--- config.mk ---
export PLATFORM = sky130hd
export DESIGN_NAME = multdiv_ctrl
export DESIGN_NICKNAME = d
export VERILOG_FILES = /design/src/rtl/multdiv_ctrl.sv
export SDC_FILE = /design/constraint.sdc
export NUM_CORES = 1
export LEC_CHECK = 0
export ABC_AREA = 1
export CAP_MARGIN = 0
export CORE_AREA = 2 2 210 212
export DETAILED_ROUTE_END_ITERATION = 6
export DIE_AREA = 0 0 212 214
export GPL_TIMING_DRIVEN = 0
export MAX_ROUTING_LAYER = met4
export SETUP_SLACK_MARGIN = 0.2
export SYNTH_ARGS = -nofsm -noshare
export SYNTH_HDL_FRONTEND = slang
export SYNTH_SLANG_ARGS = --single-unit
--- constraint.sdc ---
create_clock -name clock -period 6.53 [get_ports clock]
set_clock_uncertainty 0.2 [all_clocks]
set_input_delay 0.9795 -clock clock [delete_from_list [all_inputs] [get_ports clock]]
set_output_delay 0.9795 -clock clock [all_outputs]
set_load 0.02 [all_outputs]
--- src/rtl/multdiv_ctrl.sv ---
// Iterative signed multiply/divide sequencer: radix-2 Booth multiply and restoring
// divide over WIDTH iterations, sharing one (WIDTH+2)-bit adder/subtractor.
module multdiv_ctrl #(
    parameter int WIDTH = 32
) (
    input  logic             clock,
    input  logic             reset,
    input  logic [WIDTH-1:0] data_operandA,
    input  logic [WIDTH-1:0] data_operandB,
    input  logic             ctrl_MULT,
    input  logic             ctrl_DIV,
    output logic [WIDTH-1:0] data_result,
    output logic             data_exception,
    output logic             data_resultRDY
);

    localparam logic [1:0] S_IDLE = 2'd0;
    localparam logic [1:0] S_MULT = 2'd1;
    localparam logic [1:0] S_DIV  = 2'd2;
    localparam logic [1:0] S_DONE = 2'd3;

    localparam int CNT_W = $clog2(WIDTH + 1);
    localparam logic [CNT_W-1:0] LAST_ITER = CNT_W'(WIDTH);

    logic [1:0]              state;
    logic [CNT_W-1:0]        counter;
    // Booth upper half is one bit wider so subtracting -2^(WIDTH-1) cannot overflow.
    logic signed [WIDTH:0]   acc;
    logic [WIDTH-1:0]        lo;
    logic                    qm1;
    logic signed [WIDTH:0]   opnd;
    logic                    q_neg;

    logic signed [WIDTH+1:0] add_a;
    logic signed [WIDTH+1:0] add_b;
    logic signed [WIDTH+1:0] add_sum;
    logic                    add_sub;

    function automatic logic [WIDTH:0] magnitude(input logic [WIDTH-1:0] v);
        logic [WIDTH:0] ext;
        ext = {v[WIDTH-1], v};
        return v[WIDTH-1] ? -ext : ext;
    endfunction

    function automatic logic mult_overflow(input logic [WIDTH:0] hi_bits);
        return !((&hi_bits) || (~|hi_bits));
    endfunction

    function automatic logic [WIDTH-1:0] div_quotient(input logic [WIDTH-1:0] mag, input logic neg);
        return neg ? -mag : mag;
    endfunction

    always_comb begin
        add_a   = '0;
        add_b   = '0;
        add_sub = 1'b0;
        if (state == S_DIV) begin
            // Partial remainder shifted left with the next dividend bit, minus |divisor|.
            add_a   = {1'b0, acc[WIDTH-1:0], lo[WIDTH-1]};
            add_b   = {1'b0, opnd};
            add_sub = 1'b1;
        end else begin
            add_a   = {acc[WIDTH], acc};
            add_b   = (lo[0] != qm1) ? {opnd[WIDTH], opnd} : '0;
            add_sub = lo[0] & ~qm1;
        end
        add_sum = add_sub ? (add_a - add_b) : (add_a + add_b);
    end

    always_ff @(posedge clock or posedge reset) begin
        if (reset) begin
            state          <= S_IDLE;
            counter        <= '0;
            acc            <= '0;
            lo             <= '0;
            qm1            <= 1'b0;
            opnd           <= '0;
            q_neg          <= 1'b0;
            data_result    <= '0;
            data_exception <= 1'b0;
            data_resultRDY <= 1'b0;
        end else begin
            data_resultRDY <= 1'b0;
            if (ctrl_MULT || ctrl_DIV) begin
                counter <= '0;
                acc     <= '0;
                qm1     <= 1'b0;
                if (ctrl_MULT) begin
                    state <= S_MULT;
                    lo    <= data_operandB;
                    opnd  <= {data_operandA[WIDTH-1], data_operandA};
                    q_neg <= 1'b0;
                end else begin
                    state <= S_DIV;
                    lo    <= WIDTH'(magnitude(data_operandA));
                    opnd  <= magnitude(data_operandB);
                    q_neg <= data_operandA[WIDTH-1] ^ data_operandB[WIDTH-1];
                end
            end else begin
                case (state)
                    S_MULT: begin
                        if (counter == LAST_ITER) begin
                            state          <= S_DONE;
                            data_resultRDY <= 1'b1;
                            data_result    <= lo;
                            data_exception <= mult_overflow({acc[WIDTH-1:0], lo[WIDTH-1]});
                        end else begin
                            acc     <= {add_sum[WIDTH], add_sum[WIDTH:1]};
                            lo      <= {add_sum[0], lo[WIDTH-1:1]};
                            qm1     <= lo[0];
                            counter <= counter + CNT_W'(1);
                        end
                    end
                    S_DIV: begin
                        if (counter == LAST_ITER) begin
                            state          <= S_DONE;
                            data_resultRDY <= 1'b1;
                            // Only |A|=2^(WIDTH-1), B=-1 yields an unrepresentable positive quotient.
                            if (opnd == '0) begin
                                data_result    <= '0;
                                data_exception <= 1'b1;
                            end else begin
                                data_result    <= div_quotient(lo, q_neg);
                                data_exception <= ~q_neg & lo[WIDTH-1];
                            end
                        end else begin
                            if (add_sum[WIDTH+1]) begin
                                acc <= {acc[WIDTH-1:0], lo[WIDTH-1]};
                            end else begin
                                acc <= add_sum[WIDTH:0];
                            end
                            lo      <= {lo[WIDTH-2:0], ~add_sum[WIDTH+1]};
                            counter <= counter + CNT_W'(1);
                        end
                    end
                    S_DONE:  state <= S_IDLE;
                    default: state <= S_IDLE;
                endcase
            end
        end
    end

endmodule

Word-level counts from Yosys, hierarchy flattened --
Index checks and enable logic that the tools add are counted.
Word-level totals: register bits after elaboration 142, output and inout bits 34
Cells by class: add/sub/neg operators 6, equal/unequal tests 10, muxes and demuxes 41, bitwise operators 7, reduce and logical (&&, ||, !) cells 16
Operator list (count):
- two-way mux 32 bit | 9
- two-way mux 33 bit | 6
- two-way mux 34 bit | 4
- one-hot mux 32 bit (2 select lines) | 2
- one-hot mux 33 bit (2 select lines) | 1
- negation 32 bit | 2
- adder 34 bit | 1
- subtractor 34 bit | 1
- zero test 33 bit | 1
- negation 33 bit | 1
- AND reduction 33 bit | 1
- OR reduction 33 bit | 1
- two-way mux 6 bit | 3
- two-way mux 1 bit | 11
- two-way mux 2 bit | 4
- adder 6 x 1 -> 6 bit (second input constant) | 1
- == test 6 bit (second input constant) | 1
- inequality test 3 bit (second input constant) | 2
- nonzero test 2 bit | 3
- inequality test 2 bit (second input constant) | 2
- NOT 1 bit | 4
- AND reduction 2 bit | 2
- AND reduction 4 bit | 1
- inequality test 3 x 1 -> 1 bit (second input constant) | 1
- other kinds (12) | 15

Logic depth before layout (Yosys ltp) --
word-level depth 9, mapped depth 36, mapped depth without buffers 32

Least setup slack after synthesis --
Ideal clock, no wire load.
path kind register to register, from reg lo[0], to reg acc[28], data arrival time 4.033 ns, slack 2.179 ns, cell stages (with the launch flop) 30, path buffers 4, cell sequence dfrtp_1 ha_1 nand2_4 buf_6 buf_6 buf_2 nand2_1 ha_1 nand4_1 nor2_2 nand4_2 nor2_4 nand3_1 and2_0 o21ai_1 o21ai_0 ha_1 inv_1 o21ai_0 a21boi_0 nand2_1 inv_1 nand2_1 a21oi_1 nand2_4 nand2_4 buf_6 nand3_1 nand3_1 nand2_1
Between the ends: cells in the longest elaborated chain, start to end 9, elaborated cells on any way between the ends 13, classes of those cells 2 x add/sub; 1 x eq/ne; 9 x mux; 1 x bitwise
Ends and longest elaborated chain:
- start, declared | line 29 | logic [WIDTH-1:0] lo;
- start signal, assigned | line 90 | lo <= data_operandB;
- start signal, assigned | line 95 | lo <= WIDTH'(magnitude(data_operandA));
- start signal, assigned | line 109 | lo <= {add_sum[0], lo[WIDTH-1:1]};
- inequality test 1 bit | line 64 | add_b = (lo[0] != qm1) ? {opnd[WIDTH], opnd} : '0;
- two-way mux 34 bit | line 64
- two-way mux 34 bit | line 57 | if (state == S_DIV) begin
- adder 34 bit or subtractor 34 bit (tied branches) | line 67 | add_sum = add_sub ? (add_a - add_b) : (add_a + add_b);
- two-way mux 34 bit (*) | line 67
- two-way mux 33 bit | line 127 | if (add_sum[WIDTH+1]) begin
- two-way mux 33 bit | line 115 | if (counter == LAST_ITER) begin
- one-hot mux 33 bit (2 select lines) (*) | line 100 | case (state)
- two-way mux 33 bit (*) | line 84 | if (ctrl_MULT || ctrl_DIV) begin
- end signal, assigned | line 108 | acc <= {add_sum[WIDTH], add_sum[WIDTH:1]};
- end signal, assigned | line 128 | acc <= {acc[WIDTH-1:0], lo[WIDTH-1]};
- end signal, assigned | line 130 | acc <= add_sum[WIDTH:0];
- end, declared | line 28 | logic signed [WIDTH:0] acc;
Mark *: on every way between the ends. The rest lies on a longest branch, timed or not. The select of a mux whose other input is x is not followed. A chain may end at the register's enable or synchronous reset.

Worst setup path in the final report --
from reg lo[0], to reg acc[16]
Same word-level chain as after synthesis.

==> run_results.csv <==
group,metric,value,unit
outcome,status,"complete, no violations",
route,drtAntennaViolNets,0,
pwr,pwr-share-seq,22.9,%
setup_path,cpMostUsedCell,"nand2_1",
cts,cts_buffers,17,
cts,cts_tree,"done",
timing,hold_violations,0,
setup_path,critPathMaxStageDelay,0.51,ns
timing,fmaxAchievable,179.4,MHz
floorplanning,io_pins,102,
synthesis,syn_area_per_cell,6.072,sq um
synthesis,synth.distinct_cells,51,
final_layout,drive_above_1_share,3.271,%
synthesis,yosys-top-cells-count,"nand2_1 (643), inv_1 (306), nor2_1 (242), o21ai_0 (184), nand3_1 (154)",
pwr,leakagePower,7.871,nW
route,via_count,16070,
global_route,grt.total_usage,26.75,%
pwr,clkPwrFrac,19.6,%
cts,numClockSinks,142,
cts,cts_setup_buffers,0,
synthesis,synthCells,2314,
setup_path,required,6.67,ns
timing,rsz0062_at_grt,"false",
timing,finalSetupViolations,0,
floorplanning,die_w,212,microns
global_route,overflow,0,
cts,htreeDepth,4,
synthesis,netlist_top_cells_area,"dfrtp_1 (25%), nand2_1 (17%), inv_1 (8.2%), o21ai_0 (6.6%), nor2_1 (6.5%)",
timing,worstMarginPinSlew,0.9428,ns
timing,period_minus_slack,5.573,ns
final_layout,area_growth,16.59,%
synthesis,synth_edf_count,0,
route,drt_wl_total,58190,microns
synthesis,syn_nets,2425,
cts,root_buffer,"clkbuf_16",
place,dpl.hpwl,47960,microns
final_layout,antenna_cells,0,
setup_path,arrival,5.71,ns
floorplanning,initial_core_util,32.76,%
place,portBuffers,99,
setup_path,critical_path_class,"register to register",
timing,finalCritPeriodShare,85.34,%
pwr,p_sw,2.571,mW
synthesis,syn_area,14050,sq um
synthesis,async_reset_ff_share,100.0,%
cts,clock_latency,0.45,ns
place,gp_congestion,0.9825,
global_route,grt_max_degree,99,
synthesis,ys.flop_type,"dfrtp_1",
pwr,combPwrFrac,57.5,%
route,drc,0,
timing,max_slew_margin,36.67,%
floorplanning,core,42890,sq um
timing,hold_ws,0.2745,ns
setup_path,critPathSlowestCell,"dfrtp_1",
floorplanning,rows,76,
final_layout,nets,2544,
job,max-cap-violations,0,
synthesis,yosysTopAreaCellShare,25.29,%
cts,cts_buffer_depth,2,
timing,setup_tns,0,ns
synthesis,yosysMostFrequentCell,"nand2_1",
timing,maxSlewViolCount,0,
cts,cts_resized,0,
global_route,grt_pass1_vias,15490,
global_route,grt_first_pass_wirelength,90450,microns
route,wl_per_cell,19.20,microns
synthesis,synth_sequential_area_ratio,25.29,%
route,dr.first_iter.drc_count,1508,
pwr,sw_frac_of_total,51.70,%
route,vias_per_cell,5.302,
setup_path,critPathLaunchType,"register",
synthesis,synth_seq_cells,142,
setup_path,cp_max_fo,10,
route,drtPass1Iterations,6,
pwr,power,4.974,mW
cts,cts-hold-fix-buffers,0,
global_route,antenna_found_initial,1,
floorplanning,die_y,214,microns
setup_path,cp-end-kind,"register",
synthesis,synth.largest_area_cell,"dfrtp_1",
synthesis,synth_warnings,0,
floorplanning,dieArea,45370,sq um
cts,clk_pin_slew,0.07,ns
pwr,peakVddDrop,0.1285,mV
pwr,powerDensity,303.6,nW/um^2
pwr,internal_power,2.403,mW
hold_path,hp-class,"register to register",
==> kinds of logic after synthesis <==
| group | Yosys count | synth area share [%] |
|---|---|---|
| AND/OR/NAND/NOR | 1192 | 36.33 |
| buffers and inverters | 407 | 11.31 |
| AO/OA/AOI/OAI | 437 | 17.39 |
| flip-flops | 142 | 25.29 |
| XOR/XNOR | 93 | 5.797 |
| adder cells (fa/ha/maj) | 43 | 3.883 |
==> cells in the final DEF (no fill, tap or decap), types with 18 or more instances in the layout <==
master           instances
nand2_1                643
inv_1                  305
nor2_1                 242
o21ai_0                184
nand3_1                154
dfrtp_1                142
a21oi_1                141
clkdlybuf4s50_1         99
nand4_1                 74
clkbuf_1                65
xor2_1                  60
ha_1                    42
xnor2_1                 33
nor3_1                  20
nor4_1                  20
a31oi_1                 18
==> power by group through the flow <==
| stage | Clock [mW] | Sequential [mW] | Combinational, mW |
|---|---|---|---|
| after global routing | 1.03 | 1.16 | 3.18 |
| after CTS | 0.990 | 1.14 | 2.82 |
| after floorplan | 0 | 1.11 | 1.98 |
| after global placement | 0 | 1.15 | 2.79 |
| final | 0.976 | 1.14 | 2.86 |
| after detailed placement | 0 | 1.15 | 2.80 |
==> path summary, 6_finish.rpt <==
| path | cells past startpoint | startpoint | slack [ns] | endpoint |
|---|---|---|---|---|
| worst min register to register | 1 | counter[5]$_DFFE_PP0P_ | 0.27 | counter[5]$_DFFE_PP0P_ |
| worst min-delay path | 1 | counter[5]$_DFFE_PP0P_ | 0.27 | counter[5]$_DFFE_PP0P_ |
| worst max-delay path | 28 | lo[0]$_DFFE_PP0P_ | 0.96 | acc[16]$_DFFE_PP0P_ |
| max in group asynchronous | 3 | reset | 4.51 | data_result[6]$_DFFE_PP0P_ |
| min in group asynchronous | 2 | reset | 0.74 | acc[9]$_DFFE_PP0P_ |
| worst max register to register | 28 | lo[0]$_DFFE_PP0P_ | 0.96 | acc[16]$_DFFE_PP0P_ |
==> worst max-delay path: cells and delay by family, from the launching register on <==
kind                     cells  cell delay [ns]
XOR/XNOR                     1             0.29
flip-flops                   1             0.51
AND/OR/NAND/NOR             15             1.79
buffers and inverters        5             0.70
AO/OA/AOI/OAI                4             0.92
adder cells (fa/ha/maj)      3             0.99
==> flip-flops by register name (all words and copies together), names as in the netlist <==
name,cells
data_exception,1
qm1,1
data_result,32
q_neg,1
opnd,33
lo,32
counter,6
acc,33
state,2
data_resultRDY,1
==> per-stage QoR <==
stage | util (%) | instances | area, sq um | setup slack, ns
6_report | 38.20 | 3031 | 16380 | 0.9573
5_1_grt | 38.20 | 3031 | 16380 | 0.4750
4_1_cts | 38.20 | 3031 | 16380 | 0.9920
3_5_place_dp | 36.85 | 2999 | 15810 | 1.031
3_3_place_gp | 36.78 | 2998 | 15770 | -0.8098
2_1_floorplan | - | 2314 | 14050 | 1.541
==> routing by layer <==
layer / vias up / GRT usage (%) / part of all wire (%)
met5: - / - / 0
met4: 0 / 9.437 / 3.5
met3: 98 / 4.501 / 7.5
met2: 656 / 42.02 / 46
met1: 7513 / 34.60 / 43
li1: 7803 / - / -
==> cell type report <==
| class | count | area (sq um) |
|---|---|---|
| clock inverter | 15 | 150.1 |
| multi-input combinational | 1765 | 8907 |
| sequential | 142 | 3553 |
| inverter | 310 | 1174 |
| timing repair buffer | 100 | 1018 |
| buffer | 97 | 420.4 |
| clock buffer | 17 | 425.4 |
| tap | 585 | 732.0 |
| fill | 4761 | 26510 |
Note: power is estimated with default switching activity, not from simulation.
